### config.mk
export PLATFORM = sky130hd
export DESIGN_NAME = collatz_sweep
export DESIGN_NICKNAME = d
export VERILOG_FILES = /design/src/rtl/collatz_sweep_pkg.sv /design/src/rtl/collatz_best_reg.sv /design/src/rtl/collatz_sweep.sv
export SDC_FILE = /design/constraint.sdc
export NUM_CORES = 1
export LEC_CHECK = 0
export CORE_ASPECT_RATIO = 1.2
export CORE_UTILIZATION = 31
export CTS_BUF_LIST = sky130_fd_sc_hd__clkbuf_4 sky130_fd_sc_hd__clkbuf_8
export CTS_CLUSTER_DIAMETER = 40
export DETAILED_ROUTE_END_ITERATION = 8
export PLACE_DENSITY = 0.51
export SYNTH_ARGS = -nofsm -noshare
export SYNTH_HDL_FRONTEND = slang
export SYNTH_SLANG_ARGS = --single-unit
### constraint.sdc
create_clock -name clock -period 2.8 [get_ports clock]
set_input_delay 0.56 -clock clock [delete_from_list [all_inputs] [get_ports clock]]
set_output_delay 0.56 -clock clock [all_outputs]
set_load 0.01 [all_outputs]
### src/rtl/collatz_sweep_pkg.sv
// Shared types and widths for the Collatz sweep initiator and its stopping-time device.
package collatz_sweep_pkg;

    localparam int unsigned NW = 8;   // operand width n_0
    localparam int unsigned KW = 8;   // stopping-time result width k
    localparam int unsigned CW = 9;   // evaluated-value counter width (0..255)

    typedef enum logic [2:0] {
        S_IDLE    = 3'd0,
        S_WAITRDY = 3'd1,
        S_REQ     = 3'd2,
        S_ACK     = 3'd3,
        S_EVAL    = 3'd4,
        S_DONE    = 3'd5
    } state_t;

    // n = 0 never terminates, so the sweep always starts at 1 or above.
    function automatic logic [NW-1:0] clamp_lo(input logic [NW-1:0] n);
        return (n == '0) ? NW'(1) : n;
    endfunction

endpackage

### src/rtl/collatz_best_reg.sv
// Running maximum of k over the sweep, with the n that produced it and a value counter.
module collatz_best_reg
    import collatz_sweep_pkg::*;
(
    input  logic          clock,
    input  logic          reset,
    input  logic          clear,
    input  logic          load_en,
    input  logic [NW-1:0] n,
    input  logic [KW-1:0] k,
    output logic [NW-1:0] best_n,
    output logic [KW-1:0] best_k,
    output logic [CW-1:0] count
);

    // First value always wins; afterwards only a strictly larger k replaces, so ties keep the smaller n.
    always_ff @(posedge clock) begin
        if (reset || clear) begin
            best_n <= '0;
            best_k <= '0;
            count  <= '0;
        end else if (load_en) begin
            count <= count + CW'(1);
            if ((count == '0) || (k > best_k)) begin
                best_k <= k;
                best_n <= n;
            end
        end
    end

endmodule

### src/rtl/collatz_sweep.sv
// Sweeps n_0 over [n_first, n_last], running one soc/eoc four-phase transaction per value.
module collatz_sweep
    import collatz_sweep_pkg::*;
#(
    parameter int unsigned TIMEOUT = 1023,
    parameter int unsigned TW      = 10
)
(
    input  logic          clock,
    input  logic          reset,
    input  logic          start,
    input  logic [NW-1:0] n_first,
    input  logic [NW-1:0] n_last,
    output logic          done,
    output logic          err,
    output logic [NW-1:0] best_n,
    output logic [KW-1:0] best_k,
    output logic [CW-1:0] count,
    output logic          soc,
    output logic [NW-1:0] n_0,
    input  logic          eoc,
    input  logic [KW-1:0] k
);

    state_t        state;
    logic [NW-1:0] hi;
    logic [KW-1:0] k_q;
    logic [TW-1:0] tmo_cnt;

    logic          start_c;
    logic          load_en_c;
    logic          tmo_hit_c;
    logic [NW-1:0] lo_c;

    // Start is honoured only while idle or finished; timeout fires as the counter reaches TIMEOUT.
    always_comb begin
        start_c   = start && ((state == S_IDLE) || (state == S_DONE));
        load_en_c = (state == S_EVAL);
        tmo_hit_c = (tmo_cnt == TW'(TIMEOUT - 1));
        lo_c      = clamp_lo(n_first);
    end

    // Sweep controller: owns soc/n_0, the range end and the per-phase timeout.
    always_ff @(posedge clock) begin
        if (reset) begin
            state   <= S_IDLE;
            soc     <= 1'b0;
            n_0     <= '0;
            done    <= 1'b0;
            err     <= 1'b0;
            hi      <= '0;
            k_q     <= '0;
            tmo_cnt <= '0;
        end else begin
            case (state)
                S_IDLE, S_DONE: begin
                    if (start) begin
                        hi      <= n_last;
                        err     <= 1'b0;
                        tmo_cnt <= '0;
                        if (lo_c > n_last) begin
                            done  <= 1'b1;
                            state <= S_DONE;
                        end else begin
                            done  <= 1'b0;
                            n_0   <= lo_c;
                            state <= S_WAITRDY;
                        end
                    end
                end
                S_WAITRDY: begin
                    if (eoc) begin
                        soc     <= 1'b1;
                        tmo_cnt <= '0;
                        state   <= S_REQ;
                    end else if (tmo_hit_c) begin
                        soc     <= 1'b0;
                        err     <= 1'b1;
                        done    <= 1'b1;
                        tmo_cnt <= '0;
                        state   <= S_DONE;
                    end else begin
                        tmo_cnt <= tmo_cnt + TW'(1);
                    end
                end
                S_REQ: begin
                    if (!eoc) begin
                        soc     <= 1'b0;
                        tmo_cnt <= '0;
                        state   <= S_ACK;
                    end else if (tmo_hit_c) begin
                        soc     <= 1'b0;
                        err     <= 1'b1;
                        done    <= 1'b1;
                        tmo_cnt <= '0;
                        state   <= S_DONE;
                    end else begin
                        tmo_cnt <= tmo_cnt + TW'(1);
                    end
                end
                S_ACK: begin
                    if (eoc) begin
                        k_q     <= k;
                        tmo_cnt <= '0;
                        state   <= S_EVAL;
                    end else if (tmo_hit_c) begin
                        soc     <= 1'b0;
                        err     <= 1'b1;
                        done    <= 1'b1;
                        tmo_cnt <= '0;
                        state   <= S_DONE;
                    end else begin
                        tmo_cnt <= tmo_cnt + TW'(1);
                    end
                end
                S_EVAL: begin
                    // Equality test before increment, so hi = 255 ends without wrapping.
                    tmo_cnt <= '0;
                    if (n_0 == hi) begin
                        done  <= 1'b1;
                        state <= S_DONE;
                    end else begin
                        n_0   <= n_0 + NW'(1);
                        state <= S_WAITRDY;
                    end
                end
                default: begin
                    soc   <= 1'b0;
                    state <= S_IDLE;
                end
            endcase
        end
    end

    collatz_best_reg u_best (
        .clock   (clock),
        .reset   (reset),
        .clear   (start_c),
        .load_en (load_en_c),
        .n       (n_0),
        .k       (k_q),
        .best_n  (best_n),
        .best_k  (best_k),
        .count   (count)
    );

endmodule

==> results.md <==
- Clock network power share: 35.7%
- Crit path capture type: register
- Max Clk Rate: 404 MHz
- Area used by multi-input combinational logic: 1970 µm²
- Detailed Place HPWL: 6.21 mm
- Via Count: 3034
- Overall power: 2.41 mW
- Clock Latency Late Sink: 350 ps
- CP Launch Type: primary input
- Die width: 98.8 µm
- Seq cells post-synth: 65
- Router iterations before antenna repair: 4
- Clock transition at path regs: 70 ps
- Crit-path most repeated cell: a21oi_1
- Post-synth top area cell: dfxtp_1
- Core Region: 11000 µm²
- Largest net degree at the start of global routing: 27
- Seq/Total Area, Yosys: 37.4%
- Post-CTS sizing: 0
- CP max stage cell: clkdlybuf4s50_1
- Initial core utilization: 31.7%
- Largest stage delay, worst path: 420 ps
- Initial drt markers: 92
- Crit path max-delay family: compound AO/OA/AOI/OAI gates
- Post-Syn Area per Cell: 8.31 µm²
- Hold Fails Final Rpt: 0
- Setup TNS: 0 ps
- Antenna-violating nets left: 0
- Ports: 64
- Yosys cell types: 51
- WHS: 476 ps
- Status: finished, final reports clean
- Ranking of synthesized cells by area: dfxtp_1, mux2i_1, ha_1, nor2_1, a21oi_1
- Data required time of the critical path: 3050 ps
- Worst Skew: 7.66 ps
- Comb pwr share: 21.1%
- Initial antenna violation count: 0
- Final Setup Violations: 0
- Sw Share: 29.2%
- Worst min-delay path category: reg2reg
- Net Sw Power: 0.702 mW
- Number of global-route vias before repair: 3016
- Area growth syn-to-layout: 30.8%
- Post-synth top area share: 37.4%
- Die area: 11700 µm²
- Pwr/cell area: 528 nW/µm²
- Clock Tree Buf Depth: 2
- Slew HR: 59.2%
- Leakage dissipation: 1.86 nW
- Final wirelength: 8.29 mm
- Port Buffers: 63
- Non-filler cells in the finished layout: 629
- Syn nets: 468
- Highest-count cells in the layout ignoring fill and taps: dfxtp_1, clkdlybuf4s50_1, nor2_1
- Cts hold-fix bufs: 0
- TritonCTS clock tree: done
- Nets: 541
- Worst EP arrival: 2720 ps
- Layout filler cell count: 1119
- GRT Resource Usage Total: 15.2%
- Gp weighted congestion: 0.783
- Post-Synthesis Cell Area: 3480 µm²
- Worst path bufs/invs: 2
- Part of the cycle the worst path needs: 88.3%
- Post-Synthesis Cells: 419
- Die Ht: 118 µm
- Setup repair bufs after CTS: 0
- Final worst slack: 327 ps
- DRC: 0
- # rows: 42
- Placed cell count: 613
- Cells along the critical path: clkdlybuf4s50_1 > nor4_1 > a21oi_1 > ha_1 > nor2b_1 > o211ai_1 > a21oi_1 > o22a_1 > a2bb2oi_2 > buf_4 > mux2i_1 > nor2_1
- Global-route wire length before repair: 14.1 mm
- Post-place setup slack: -48.6 ps
- Final Max Slew Viols: 0
- Reg area: 1300 µm²
- # diodes: 0
- Slew @ Worst Pin: 611 ps
- Int Power: 1.71 mW
- Most common cell after layout, fill and taps aside: dfxtp_1
- Part of the power in registers: 43.3%
- Share of layout cells above drive strength 1: 10.7%
- GRT Residual Overflow: 0
- Worst VDD drop: 0.000271 V
- TritonCTS Buffers: 9
- Root Driver: clkbuf_8
- Crit Path Category: in2reg
- Via density: 4.82
- Max-cap violations: 0
- CTS Sinks: 65
- RSZ-0062 raised after global routing: no
- Min Tclk post-route: 2470 ps
- Peak fanout along the critical path: 5
- YS warnings: 0
- WL per Instance: 13.2 µm
- H-tree levels: 3
## per-stage QoR
| stage | util, % | instance area (µm²) |
|---|---|---|
| finish | 41.5 | 4560 |
| global route | 41.5 | 4560 |
| CTS | 41.5 | 4560 |
| detailed placement | 39.5 | 4340 |
| global placement | 39.5 | 4340 |
| floorplan | - | 3480 |
## metal layers
metal	routed length [µm]	vias to the layer above	track usage [%]	part of all wire, %
li1	-	1561	-	-
met1	3870	1404	18.2	47
met2	3960	51	26.0	48
met3	266	18	2.73	3.2
met4	195	0	7.37	2.4
met5	0	-	0	0
## power by group through the flow
stage	Sequential, mW	Clock [mW]	Combinational, mW
6_report	1.04	0.859	0.508
5_1_grt	1.05	0.921	0.567
4_1_cts	1.04	0.897	0.515
3_5_place_dp	1.06	0	0.513
3_3_place_gp	1.06	0	0.508
2_1_floorplan	1.04	0	0.337
## path summary, 6_finish.rpt
kind / depth (start not counted) / from / to / slack (ps)
setup / recovery: 12 / n_first[4] / n_0[1] / 330
hold reg to reg: 2 / k_q[6] / k_q[6] / 480
setup reg to reg: 10 / u_best.best_k[5] / u_best.best_n[1] / 600
hold / removal: 2 / k_q[6] / k_q[6] / 480
## synth_stat cells (all sizes together)
library cell and instances:
nor2 66, dfxtp 65, nand2 39, a21oi 36, mux2i 27, inv 25, ha 21, o21ai 18
xor2 15, buf 11, clkbuf 11, nand3 10, xnor2 10, or2 8, nor3 7, nand4 6
and3 4, nor4 4, a21o 3, and2 3, nand2b 3, nor2b 3, a211oi 2, a22oi 2
a2bb2oi 2, nor3b 2, o221a 2, a2111oi 1, a221oi 1, a311o 1, a31o 1, a31oi 1
and4 1, nand3b 1, nor4b 1, o211ai 1, o21a 1, o22a 1, o31a 1, o31ai 1
or3 1
## area by class of cell
type / count / share of cell area [%]
flip-flops and latches: 65 / 28.6
clock inverters: 4 / 1.10
well taps: 132 / 3.62
repair buffers: 84 / 17.8
inverters: 25 / 2.06
multi-input cells: 307 / 43.2
clock buffers: 12 / 3.62
## state kept, by name (all words and copies together) (netlist names)
name and cells:
done 1, err 1, hi 8, k_q 8
n_0 8, soc 1, state 3, tmo_cnt 10
u_best.best_k 8, u_best.best_n 8, u_best.count 9
## cells by family after synthesis
group	Yosys count	synth area share [%]
and+or+nand+nor	159	21.5
AOI/OAI and AO/OA	75	13.4
DFF	65	37.4
buffers and inverters	47	6.14
muxes	27	7.76
xor gates and xnor gates	25	6.29
adders and majority gates	21	7.54
## worst reg2reg max path, stage by stage (launching register included)
cell     delay, ps
dfxtp_1        360
inv_1           60
ha_1           300
a21o_1         160
a21o_1         170
a21oi_1        130
nand2_1         70
o21ai_2        370
buf_12         210
mux2i_1        220
nor2_1          50
(Power assumes the default switching activity.)
